<file path="src/rtl/exe_pkg.sv">
// ---------------------------------------------------------------------------
// exe_pkg
// Shared constants for the execute stage: ALU command encodings, shifter
// type codes and NZCV bit positions, plus a 32-bit rotate-right helper used
// by the Val2 generator.
// ---------------------------------------------------------------------------
package exe_pkg;

    localparam logic [3:0] CMD_MOV = 4'b0001;
    localparam logic [3:0] CMD_MVN = 4'b1001;
    localparam logic [3:0] CMD_ADD = 4'b0010;
    localparam logic [3:0] CMD_ADC = 4'b0011;
    localparam logic [3:0] CMD_SUB = 4'b0100;
    localparam logic [3:0] CMD_SBC = 4'b0101;
    localparam logic [3:0] CMD_AND = 4'b0110;
    localparam logic [3:0] CMD_ORR = 4'b0111;
    localparam logic [3:0] CMD_EOR = 4'b1000;

    localparam logic [1:0] SH_LSL = 2'b00;
    localparam logic [1:0] SH_LSR = 2'b01;
    localparam logic [1:0] SH_ASR = 2'b10;
    localparam logic [1:0] SH_ROR = 2'b11;

    localparam int NZCV_N = 3;
    localparam int NZCV_Z = 2;
    localparam int NZCV_C = 1;
    localparam int NZCV_V = 0;

    // Rotate right; an amount of 0 returns the value unchanged.
    function automatic logic [31:0] ror32(input logic [31:0] value, input logic [4:0] amt);
        logic [31:0] res;
        if (amt == 5'd0) begin
            res = value;
        end else begin
            res = (value >> amt) | (value << (6'd32 - {1'b0, amt}));
        end
        return res;
    endfunction

endpackage

</file>
<file path="src/rtl/exe_stage_alu.sv">
// ---------------------------------------------------------------------------
// alu
// Combinational ALU with NZCV generation.
//   cmd    in   4  ALU command (exe_pkg CMD_*)
//   a, b   in  32  operands
//   c_in   in   1  incoming carry (ADC/SBC, copied by logic ops)
//   v_in   in   1  incoming overflow (copied by logic ops)
//   res    out 32  result
//   nzcv   out  4  flags
// Subtraction is a + ~b + carry-in, so the carry out is NOT borrow.
// ---------------------------------------------------------------------------
module alu
    import exe_pkg::*;
(
    input  logic [3:0]  cmd,
    input  logic [31:0] a,
    input  logic [31:0] b,
    input  logic        c_in,
    input  logic        v_in,
    output logic [31:0] res,
    output logic [3:0]  nzcv
);

    logic [32:0] sum_s;
    logic        c_s;
    logic        v_s;

    // Operation decode and carry/overflow generation.
    always_comb begin
        sum_s = 33'd0;
        res   = 32'd0;
        c_s   = c_in;
        v_s   = v_in;
        case (cmd)
            CMD_MOV: res = b;
            CMD_MVN: res = ~b;
            CMD_ADD, CMD_ADC: begin
                sum_s = {1'b0, a} + {1'b0, b} + {32'd0, (cmd == CMD_ADC) ? c_in : 1'b0};
                res   = sum_s[31:0];
                c_s   = sum_s[32];
                v_s   = (a[31] == b[31]) && (res[31] != a[31]);
            end
            CMD_SUB, CMD_SBC: begin
                sum_s = {1'b0, a} + {1'b0, ~b} + {32'd0, (cmd == CMD_SUB) ? 1'b1 : c_in};
                res   = sum_s[31:0];
                c_s   = sum_s[32];
                v_s   = (a[31] != b[31]) && (res[31] != a[31]);
            end
            CMD_AND: res = a & b;
            CMD_ORR: res = a | b;
            CMD_EOR: res = a ^ b;
            default: res = 32'd0;
        endcase
    end

    assign nzcv = {res[31], (res == 32'd0), c_s, v_s};

endmodule

</file>
<file path="src/rtl/exe_stage_val2.sv">
// ---------------------------------------------------------------------------
// val2_gen
// Combinational second-operand generator.
//   val_rm        in  32  register operand (possibly forwarded)
//   shift_operand in  12  ARM shifter operand field
//   imm           in   1  immediate-operand flag
//   mem           in   1  load/store: use zero-extended 12-bit offset
//   val2          out 32  second ALU operand
// Priority: memory offset, then rotated immediate, then shifted register.
// ---------------------------------------------------------------------------
module val2_gen
    import exe_pkg::*;
(
    input  logic [31:0] val_rm,
    input  logic [11:0] shift_operand,
    input  logic        imm,
    input  logic        mem,
    output logic [31:0] val2
);

    logic [4:0]  sh_amt_s;
    logic [1:0]  sh_type_s;
    logic [31:0] imm32_s;

    assign sh_amt_s  = shift_operand[11:7];
    assign sh_type_s = shift_operand[6:5];
    assign imm32_s   = {24'd0, shift_operand[7:0]};

    // Select the operand source and apply the shifter.
    always_comb begin
        val2 = 32'd0;
        if (mem) begin
            val2 = {20'd0, shift_operand};
        end else if (imm) begin
            val2 = ror32(imm32_s, {shift_operand[11:8], 1'b0});
        end else begin
            case (sh_type_s)
                SH_LSL:  val2 = val_rm << sh_amt_s;
                SH_LSR:  val2 = val_rm >> sh_amt_s;
                SH_ASR:  val2 = $signed(val_rm) >>> sh_amt_s;
                SH_ROR:  val2 = ror32(val_rm, sh_amt_s);
                default: val2 = val_rm;
            endcase
        end
    end

endmodule

</file>
<file path="src/rtl/exe_stage.sv">
// ---------------------------------------------------------------------------
// exe_stage
// Execute stage of the 5-stage ARM-subset core. Builds Val2, runs the ALU,
// owns the NZCV status register, drives branch target/taken back to IF and
// registers results into the EXE/MEM boundary.
//
// Ports:
//   clk, rst_n (async active-low), freeze (hold EXE/MEM regs and status)
//   exe_cmd_i, s_i, b_i, imm_i, mem_r_en_i, mem_w_en_i, wb_en_i, dest_i,
//   status_i, val_rn_i, val_rm_i, pc_i (PC+4), imm_24_i, shift_operand_i
//   alu_res_o, val_rm_o, dest_o, wb_en_o, mem_r_en_o, mem_w_en_o (registered)
//   status_o (NZCV register), branch_taken_o, branch_addr_o (combinational)
//
// Optional feature macro: EXE_FWD_EN adds sel_src1, sel_src2, mem_fwd_val,
// wb_fwd_val and an operand-forwarding mux in front of the ALU.
// ---------------------------------------------------------------------------
module exe_stage
    import exe_pkg::*;
#(
    parameter int N = 32
) (
    input  logic         clk,
    input  logic         rst_n,
    input  logic         freeze,
    input  logic [3:0]   exe_cmd_i,
    input  logic         s_i,
    input  logic         b_i,
    input  logic         imm_i,
    input  logic         mem_r_en_i,
    input  logic         mem_w_en_i,
    input  logic         wb_en_i,
    input  logic [3:0]   dest_i,
    input  logic [3:0]   status_i,
    input  logic [N-1:0] val_rn_i,
    input  logic [N-1:0] val_rm_i,
    input  logic [N-1:0] pc_i,
    input  logic [23:0]  imm_24_i,
    input  logic [11:0]  shift_operand_i,
`ifdef EXE_FWD_EN
    input  logic [1:0]   sel_src1,
    input  logic [1:0]   sel_src2,
    input  logic [N-1:0] mem_fwd_val,
    input  logic [N-1:0] wb_fwd_val,
`endif
    output logic [N-1:0] alu_res_o,
    output logic [N-1:0] val_rm_o,
    output logic [3:0]   dest_o,
    output logic         wb_en_o,
    output logic         mem_r_en_o,
    output logic         mem_w_en_o,
    output logic [3:0]   status_o,
    output logic         branch_taken_o,
    output logic [N-1:0] branch_addr_o
);

    logic [N-1:0] src1_s;
    logic [N-1:0] src2_s;
    logic [N-1:0] val2_s;
    logic [N-1:0] alu_res_s;
    logic [3:0]   nzcv_s;
    logic         unused_s;

    // N and Z of the incoming status are recomputed here, never consumed.
    assign unused_s = ^{status_i[NZCV_N], status_i[NZCV_Z]};

`ifdef EXE_FWD_EN
    // Forwarding mux for the first operand.
    always_comb begin
        src1_s = val_rn_i;
        case (sel_src1)
            2'b01:   src1_s = mem_fwd_val;
            2'b10:   src1_s = wb_fwd_val;
            default: src1_s = val_rn_i;
        endcase
    end

    // Forwarding mux for the second operand; also feeds store data.
    always_comb begin
        src2_s = val_rm_i;
        case (sel_src2)
            2'b01:   src2_s = mem_fwd_val;
            2'b10:   src2_s = wb_fwd_val;
            default: src2_s = val_rm_i;
        endcase
    end
`else
    assign src1_s = val_rn_i;
    assign src2_s = val_rm_i;
`endif

    val2_gen u_val2 (
        .val_rm        (src2_s),
        .shift_operand (shift_operand_i),
        .imm           (imm_i),
        .mem           (mem_r_en_i | mem_w_en_i),
        .val2          (val2_s)
    );

    alu u_alu (
        .cmd  (exe_cmd_i),
        .a    (src1_s),
        .b    (val2_s),
        .c_in (status_i[NZCV_C]),
        .v_in (status_i[NZCV_V]),
        .res  (alu_res_s),
        .nzcv (nzcv_s)
    );

    // Branch target: word offset sign-extended and scaled to bytes.
    assign branch_taken_o = b_i;
    assign branch_addr_o  = pc_i + {{6{imm_24_i[23]}}, imm_24_i, 2'b00};

    // EXE/MEM boundary registers; hold while the memory stage stalls.
    always_ff @(posedge clk or negedge rst_n) begin
        if (!rst_n) begin
            alu_res_o  <= '0;
            val_rm_o   <= '0;
            dest_o     <= 4'd0;
            wb_en_o    <= 1'b0;
            mem_r_en_o <= 1'b0;
            mem_w_en_o <= 1'b0;
        end else if (!freeze) begin
            alu_res_o  <= alu_res_s;
            val_rm_o   <= src2_s;
            dest_o     <= dest_i;
            wb_en_o    <= wb_en_i;
            mem_r_en_o <= mem_r_en_i;
            mem_w_en_o <= mem_w_en_i;
        end
    end

    // NZCV status register; a frozen flag-setting op updates once freeze drops.
    always_ff @(posedge clk or negedge rst_n) begin
        if (!rst_n) begin
            status_o <= 4'd0;
        end else if (s_i && !freeze) begin
            status_o <= nzcv_s;
        end
    end

endmodule
</file>
<file path="config.mk">
export PLATFORM = sky130hd
export DESIGN_NAME = exe_stage
export DESIGN_NICKNAME = d
export VERILOG_FILES = /design/src/rtl/exe_pkg.sv /design/src/rtl/exe_stage_alu.sv /design/src/rtl/exe_stage_val2.sv /design/src/rtl/exe_stage.sv
export SDC_FILE = /design/constraint.sdc
export NUM_CORES = 1
export LEC_CHECK = 0
export BUFFER_PORTS_ARGS = -buffer_cell sky130_fd_sc_hd__buf_4
export CORE_ASPECT_RATIO = 1.75
export CORE_MARGIN = 3
export CORE_UTILIZATION = 59
export DETAILED_ROUTE_END_ITERATION = 12
export PLACE_DENSITY = 0.89
export SLEW_MARGIN = 40
export SYNTH_ARGS = -nofsm -noshare
export SYNTH_HDL_FRONTEND = slang
export SYNTH_HIERARCHICAL = 1
export SYNTH_SLANG_ARGS = --single-unit
</file>
<file path="constraint.sdc">
create_clock -name clk -period 4.5 [get_ports clk]
set_clock_uncertainty 0.2 [all_clocks]
set_input_delay 0.675 -clock clk [delete_from_list [all_inputs] [get_ports clk]]
set_output_delay 0.675 -clock clk [all_outputs]
set_load 0.02 [all_outputs]
</file>
==> results of run 1 <==
[through the flow]
stage	cells	hold slack (ns)	area [µm²]
detailed placement	3726	0.294	26900
global placement	3726	0.289	26900
CTS	3802	0.105	29100
floorplan	2536	0.179	19900
[synth_stat cells (all sizes together), types with 37 or more instances]
| cell | n |
|---|---|
| nor3 | 51 |
| nand2 | 231 |
| buf | 110 |
| mux4 | 68 |
| o211ai | 37 |
| dfrtp | 75 |
| mux2i | 97 |
| o21ai | 130 |
| ha | 128 |
| xnor2 | 44 |
| nor2 | 201 |
| a211oi | 49 |
| nand3 | 50 |
| clkbuf | 128 |
| a31oi | 42 |
| mux2 | 119 |
| a21oi | 206 |
| a21o | 38 |
| inv | 136 |
[cells by family after synthesis]
| group | count (synthesis) |
|---|---|
| simple gates | 745 |
| mux | 284 |
| flops | 75 |
| compound gates | 853 |
| buf+inv | 374 |
| fa+ha+maj | 133 |
| xor+xnor | 72 |
[metal layers]
metal | GRT overflow | global-route usage
met3 | 39 | 0.732
met1 | 55 | 0.839
met2 | 1350 | 1.13
met5 | 4 | 0.478
met4 | 481 | 0.975
[timing repair]
item,4_1_cts
pin swaps,65
endpoints found under the setup margin,32
setup buffers,58
gates cloned,4
resized for setup,293
==> summary.txt, run 1 <==
Vias in the first global route: 37962
Pin count of the biggest net entering global routing: 73
Post-synth EDFFs: 0
Post-synthesis mux area share: 0.200
Yosys top cell by area: dfrtp_1
Grt ovf: 1929
Post-Synthesis Cells: 2536
Clock sinks: 75
XOR/XNOR share of the synthesized area: 0.0333
Mapped cell area: 0.0194 mm²
Synth Area per Inst: 7.64 µm²
Synth cell types: 110
Stopped at: 5_1_grt
Simple-gate share of the synthesized area: 0.184
CTS H-tree lvls: 3
Largest family of logic cells by synthesized area: compound AO/OA/AOI/OAI gates
Chip Height: 246 µm
Pre-CTS setup slack: -2.50 ns
DP Wirelength: 83300 µm
Clock Path Buffers: 2
Tool error: [ERROR GRT-0116] Global routing finished with congestion. Check the congestion regions in the DRC Viewer.
Clock buffer count from CTS: 9
Main area contributors after synthesis: dfrtp_1 (9.7%), ha_1 (8.3%), mux4_2 (7.1%), mux2_2 (6.8%), a21oi_1 (5.2%)
Cts hold-fix bufs: 0
Global Route Usage Sum: 0.911
First-pass GRT wire length: 251000 µm
Synth Area in Compound Gates: 0.308
Status: stopped before the end
Seq cells post-synth: 75
Die X: 143 µm
Gpl congestion: 1.48
Synth Net Count: 2822
Port Buffer Count: 252
Initial core utilization: 0.599
Post-synthesis async set-or-reset flop share: 1.00
Ports: 261
Post-synth top area share: 0.0968
Row cnt: 87
Post-synthesis sequential area ratio: 0.0968
Prevailing post-synth register cell: dfrtp_1
Adder-cell share of the synthesized area: 0.0878
Clock tree root buffer cell: clkbuf_16
Synth warn: 6
==> run 2, diff against run 1 <==
--- a/config.mk
+++ b/config.mk
@@ -6,11 +6,10 @@
 export NUM_CORES = 1
 export LEC_CHECK = 0
 export BUFFER_PORTS_ARGS = -buffer_cell sky130_fd_sc_hd__buf_4
-export CORE_ASPECT_RATIO = 1.75
 export CORE_MARGIN = 3
-export CORE_UTILIZATION = 59
+export CORE_UTILIZATION = 40
 export DETAILED_ROUTE_END_ITERATION = 12
-export PLACE_DENSITY = 0.89
+export PLACE_DENSITY_LB_ADDON = 0.15
 export SLEW_MARGIN = 40
 export SYNTH_ARGS = -nofsm -noshare
 export SYNTH_HDL_FRONTEND = slang
==> run 2 against run 1 <==
Effect of this change: the flow now finishes, with violations (setup timing); synthesized cell count did not move; area after synthesis unchanged.
==> summary.txt, run 2 <==
Status: finished with violations
Failing checks: setup timing
Fin crit share: 1.35
Routed wire length: 113000 µm
CTS clk-pin slew, worst paths: 0.09 ns
Worst Hold Class: flop to flop
DR iter-0 viols: 2733
Hold Fails Final Rpt: 0
Critical Path Source Type: input pin
Row cnt: 80 (-8.0%)
Port Buffer Count: 252 (unchanged)
Synth Net Count: 2822 (unchanged)
Clock Path Buffers: 2 (unchanged)
Skew-Pair Late Insertion Delay: 0.40 ns
Post-synth top area share: 0.0968 (unchanged)
Main area contributors after synthesis: dfrtp_1 (9.7%), ha_1 (8.3%), mux4_2 (7.1%), mux2_2 (6.8%), a21oi_1 (5.2%)
Post-synthesis async set-or-reset flop share: 1.00 (unchanged)
Largest registers: alu_res_o: 32 flops, val_rm_o: 32 flops
Fmax: 164 MHz
Most common cell after layout, fill and taps aside: buf_4
Max-slew violations: 0
Post-synth EDFFs: 0 (unchanged)
Maximum vdd ir drop: 0.000173 V
Leak Pwr: 14.6 nW
Pin count of the biggest net entering global routing: 43
Seq cells post-synth: 75 (unchanged)
DP Wirelength: 86700 µm (+4.1%)
Routed WL per cell: 26.6 µm
Prevailing post-synth register cell: dfrtp_1
MaxCap Viol Count: 0
Grt ovf: 0
Synth warn: 6 (unchanged)
Crit path launch: shift_operand_i[8]
CTS H-tree lvls: 3 (unchanged)
Yosys top cell by area: dfrtp_1
Area post-placement: 0.0281 mm² (+4.6%)
Post-route DRC: 0
Class of the most critical setup path: input pin to flop
Fin util: 0.677
Critical Path Fanout Max: 5
FF-to-FF Start: status_o[2]
Area delta synth->final: 67.2%
P per Cell Area: 209 mW/mm²
Placed cells: 4062 (+9.0%)
Vias in the first global route: 26137
Clock sinks: 75 (unchanged)
Max-slew headroom: 0.482
Initial antenna violation count: 3
Final Cell Area: 0.0324 mm²
Die footprint: 0.0511 mm²
Initial core utilization: 0.405 (-0.194)
Register area: 0.00188 mm²
CP Data Arrival Time: 6.23 ns
Gpl congestion: 1.13 (-24%)
Chip Height: 226 µm (-8.0%)
CTS tree: yes
Drt first pass iters: 7
Multi-input gate area: 0.0183 mm²
Synth cell count leaders: nand2_1 (230), a21oi_1 (201), nor2_1 (200)
Synth Area per Inst: 7.64 µm² (unchanged)
Commonest non-fill, non-tap cells in the layout: buf_4 (1185), nand2_1 (215), nor2_1 (178)
Count leader, synth: nand2_1
Slew @ Worst Pin: 0.775 ns
DRT antenna net count: 0
# nets final: 3891
Pre-CTS setup slack: -2.81 ns (-0.305 ns)
First-pass GRT wire length: 163000 µm
Final Critical Period: 6.08 ns
Fill count: 4000
Final setup violating endpoints: 31
Post-synthesis sequential area ratio: 0.0968 (unchanged)
Final instance count without filler cells: 4229
Core Area: 0.0478 mm²
Setup ws final: -1.58 ns
Synth cell types: 110 (unchanged)
Vias per Instance: 6.34
Clock tree root buffer cell: clkbuf_16
Die X: 226 µm (+58%)
CP endpoint kind: flop
Mapped cell area: 0.0194 mm² (unchanged)
RSZ-0062 raised after global routing: true
Routed vias: 26796
Share of cells above drive strength 1: 0.529
HP Start: alu_res_o[27]
CP required: 4.65 ns
Global Route Usage Sum: 0.420
Worst hold slack: 0.306 ns
Ports: 261 (unchanged)
Post-Synthesis Cells: 2536 (unchanged)
Clock buffer count from CTS: 9 (unchanged)
==> run 2: power breakdown <==
| part | leakage (nW) | internal, W | switching, W |
|---|---|---|---|
| sequential | 0.895 | 0.000778 | 0.0000555 |
| combinational | 13.5 | 0.00242 | 0.00266 |
| clock | 0.155 | 0.000447 | 0.000430 |
| total | 14.6 | 0.00364 | 0.00315 |
==> run 2: path summary, 6_finish.rpt <==
kind                       depth (start not counted)  slack [ns]            end
min in group asynchronous                          2        0.51   alu_res_o[9]
max in group asynchronous                          3        2.74    status_o[1]
max                                               26       -1.58    status_o[2]
min reg2reg                                        1        0.31  alu_res_o[27]
max reg2reg                                        1        3.48    status_o[2]
min                                                1        0.31  alu_res_o[27]
==> run 2: logic make-up (layout without fill, tap and decap cells) <==
group | after synthesis | in the layout | synth area share
DFF | 75 | 75 | 0.0968
other | 0 | 4 | 0
and+or+nand+nor | 745 | 745 | 0.184
buffers and inverters | 374 | 1448 | 0.0895
xor gates and xnor gates | 72 | 72 | 0.0333
muxes | 284 | 284 | 0.200
adders and majority gates | 133 | 133 | 0.0878
AOI/OAI and AO/OA | 853 | 853 | 0.308
==> run 2: metrics by stage <==
stage | total power (W) | TNS, ns
floorplan | 0.00299 | -28.16
global placement | 0.00499 | -55.26
detailed placement | 0.00506 | -57.14
CTS | 0.00637 | -25.06
global route | 0.00707 | -32.29
finish | 0.00679 | -29.25
==> run 2: metal layers <==
| layer | share of wire | GRT usage | up-vias |
|---|---|---|---|
| met5 | 0 | 0 | - |
| met4 | 0.090 | 0.300 | 0 |
| met3 | 0.082 | 0.0747 | 476 |
| met2 | 0.45 | 0.680 | 1615 |
| met1 | 0.38 | 0.502 | 12961 |
| li1 | - | - | 11744 |
==> run 2: cell type report <==
| type | count | area share |
|---|---|---|
| multi-input combinational | 2087 | 0.563 |
| timing repair buffer | 1296 | 0.328 |
| sequential | 75 | 0.0579 |
| tap | 615 | 0.0237 |
| inverter | 136 | 0.0165 |
| clock buffer | 9 | 0.00695 |
| clock inverter | 7 | 0.00270 |
| antenna | 4 | 0.000309 |
==> run 2: timing repair <==
item | 4_1_cts | 5_1_grt
setup endpoints to repair | 32 | 32
resized for setup | 319 | 255
setup buffers | 86 | 66
pin swaps | 96 | 83
endpoints found under the hold margin | 17 | 0
hold buffers | 1 | 0
cloned | 7 | 1
==> run 2: worst max-delay path, cell delays in order <==
cell      delay [ns]
buf_16          0.14
clkinv_8        0.06
buf_6           0.09
ha_4            0.14
buf_8           0.12
or3b_4          0.45
o21bai_4        0.20
buf_6           0.12
nor3_2          0.05
a221o_1         0.34
nor4_4          0.34
a31oi_4         0.18
buf_6           0.16
buf_4           0.13
xor2_1          0.15
a32oi_1         0.24
and3_1          0.21
a21bo_1         0.20
a221o_1         0.35
or3_1           0.39
or4_4           0.52
nor4_4          0.16
buf_4           0.18
nand4_1         0.19
nor4_2          0.26
mux2_4          0.18
No activity file was read; power rests on OpenSTA's default activity.
==> run 3, diff against run 2 <==
==> constraint.sdc (replaced) <==
create_clock -name clk -period 7.89 [get_ports clk]
set_clock_uncertainty 0.2 [all_clocks]
set_input_delay 1.1835 -clock clk [delete_from_list [all_inputs] [get_ports clk]]
set_output_delay 1.1835 -clock clk [all_outputs]
set_load 0.02 [all_outputs]
==> run 3 against run 2 <==
Effect of this change: the run now ends clean; combinational power down 60%; sequential share of layout area up 2.1 points; register-to-register slack better by 3.4 ns; first-iteration DRC count down 6.0%; sequential power down 43%.
==> summary.txt, run 3 (synthesis gave the netlist of run 2 again) <==
Status: finished, final reports clean
Slew @ Worst Pin: 0.888 ns (+0.113 ns)
# nets final: 3158 (-19%)
Int Pwr: 0.00155 W (-58%)
Commonest non-fill, non-tap cells in the layout: buf_4 (550), nand2_1 (230), a21oi_1 (201)
Critical Path Source Type: input pin
Register share of total power: 0.156 (+0.033)
Crit path largest cell delay: 0.69 ns (+0.17 ns)
Clock share of power: 0.165 (+0.036)
Class of the most critical setup path: input pin to flop
Final setup violating endpoints: 0 (-100%)
Drt first pass iters: 6 (-1)
Vias in the first global route: 21795 (-17%)
Clock buffer count from CTS: 9 (unchanged)
Port Buffer Count: 252 (unchanged)
Combinational share of power: 0.679 (-0.069)
Critical Path Fanout Max: 4 (-1)
Most common cell after layout, fill and taps aside: buf_4
Row cnt: 80 (unchanged)
Sw Share: 0.487 (+0.0239)
Slowest CP cell: nor3_1
Max-slew headroom: 0.393 (-0.0896)
Initial core utilization: 0.405 (unchanged)
Ports: 261 (unchanged)
First-pass GRT wire length: 142000 µm (-13%)
Initial antenna violation count: 2 (-1)
Die footprint: 0.0511 mm² (unchanged)
CP endpoint kind: flop
Chip Height: 226 µm (unchanged)
DR iter-0 viols: 2570 (-6.0%)
Vias per Instance: 6.55 (+3.4%)
N_diodes: 0 (-4)
Share of cells above drive strength 1: 0.289 (-0.240)
Worst Hold Class: flop to flop
Skew-Pair Late Insertion Delay: 0.39 ns (about the same)
Fmax: 133 MHz
Routed wire length: 97000 µm (-14%)
Routed vias: 22878 (-15%)
Clock Path Buffers: 2 (unchanged)
Fin crit share: 0.956
Clock tree root buffer cell: clkbuf_16
Core Area: 0.0478 mm² (unchanged)
Most used cell along the critical path: buf_4
Die X: 226 µm (unchanged)
Largest registers: alu_res_o: 32 flops, val_rm_o: 32 flops
Post-route DRC: 0 (unchanged)
Pin count of the biggest net entering global routing: 73 (+70%)
CTS H-tree lvls: 3 (unchanged)
DP Wirelength: 75300 µm (-13%)
Maximum vdd ir drop: 0.000112 V (-35%)
Post-CTS setup buffer count: 0 (-100%)
CTS clk-pin slew, worst paths: 0.07 ns (-0.02 ns)
Final Critical Period: 7.54 ns
Routed WL per cell: 27.8 µm (+4.2%)
Gpl congestion: 1.06 (-6.3%)
Clock sinks: 75 (unchanged)
Global Route Usage Sum: 0.368 (-0.0512)
RSZ-0062 raised after global routing: false
CTS tree: yes
CP required: 8.01 ns (+3.36 ns)
Grt ovf: 0 (unchanged)
Sw power: 0.00147 W (-53%)
Area delta synth->final: 22.2%
DRT antenna net count: 0 (unchanged)
P per Cell Area: 127 mW/mm² (-39%)
CP Data Arrival Time: 7.66 ns (+1.43 ns)
Fin util: 0.495 (-0.182)
Max-slew violations: 0 (unchanged)
Hold Fails Final Rpt: 0 (unchanged)
Final TNS setup: 0 ns (+29.25 ns)
MaxCap Viol Count: 0 (unchanged)
Leak Pwr: 10.4 nW (-29%)
==> run 3: changes by cell type in the layout (fill, tap and decap cells not counted), sizes merged <==
cell	before	now
clkinv	1	2
inv	141	140
bufbuf	3	0
buf	1291	563
clkbuf	10	9
diode	4	0
dlygate4sd3	1	0
==> run 3: cell type report <==
class / count / area [µm²]
tap: 615 / 769
clock buffer: 9 / 225
fill: 4807 / 24200
inverter: 136 / 510
timing repair buffer: 563 / 4380
clock inverter: 7 / 95.1
multi-input combinational: 2087 / 15800
sequential: 75 / 1880
==> run 3: worst paths after layout <==
kind,start,endpoint,slack [ns],cells past startpoint
setup / recovery,shift_operand_i[8],status_o[2],0.35,26
setup reg to reg,alu_res_o[16],alu_res_o[16],6.91,1
hold / removal,val_rm_o[31],val_rm_o[31],0.31,1
hold reg to reg,val_rm_o[31],val_rm_o[31],0.31,1
max in group asynchronous,rst_n,mem_w_en_o,5.83,2
min in group asynchronous,rst_n,alu_res_o[1],0.54,1
==> run 3: timing repair <==
item / 4_1_cts / 5_1_grt
endpoints found under the setup margin: 0 / 1
resized for setup: 0 / 9
hold buffers: 0 / 0
==> run 3: layer usage <==
layer  vias up  part of all wire  global-route usage
met5         -                 0                   0
met4         0             0.061               0.194
met3       254             0.076              0.0493
met2      1238              0.46               0.604
met1     11115              0.40               0.473
li1      10271                 -                   -
==> run 3: worst max-delay path: cells and delay by family <==
kind | cells | cell delay, ns
and+or+nand+nor | 7 | 2.46
AOI/OAI and AO/OA | 8 | 1.72
buffers and inverters | 7 | 0.99
adders and majority gates | 2 | 0.72
muxes | 2 | 0.58
==> run 3: power groups by stage <==
stage	registers, W	logic [W]	clock network [W]
floorplan	0.000553	0.00110	0
finish	0.000472	0.00205	0.000498
global placement	0.000477	0.00198	0
CTS	0.000473	0.00201	0.000516
detailed placement	0.000480	0.00200	0
global route	0.000480	0.00218	0.000523
==> run 3: through the flow <==
| step | total power, W | cells | instance area (µm²) | hold WS [ns] | worst slack (ns) |
|---|---|---|---|---|---|
| 2_1_floorplan | 0.00166 | 2536 | 19400 | 0.435 | 0.628 |
| 3_3_place_gp | 0.00246 | 3475 | 23300 | 0.288 | -0.300 |
| 3_5_place_dp | 0.00248 | 3475 | 23300 | 0.293 | -0.286 |
| 4_1_cts | 0.00299 | 3491 | 23600 | 0.310 | 0.0988 |
| 5_1_grt | 0.00318 | 3492 | 23700 | 0.314 | 0.0155 |
| 6_report | 0.00302 | 3492 | 23700 | 0.306 | 0.350 |
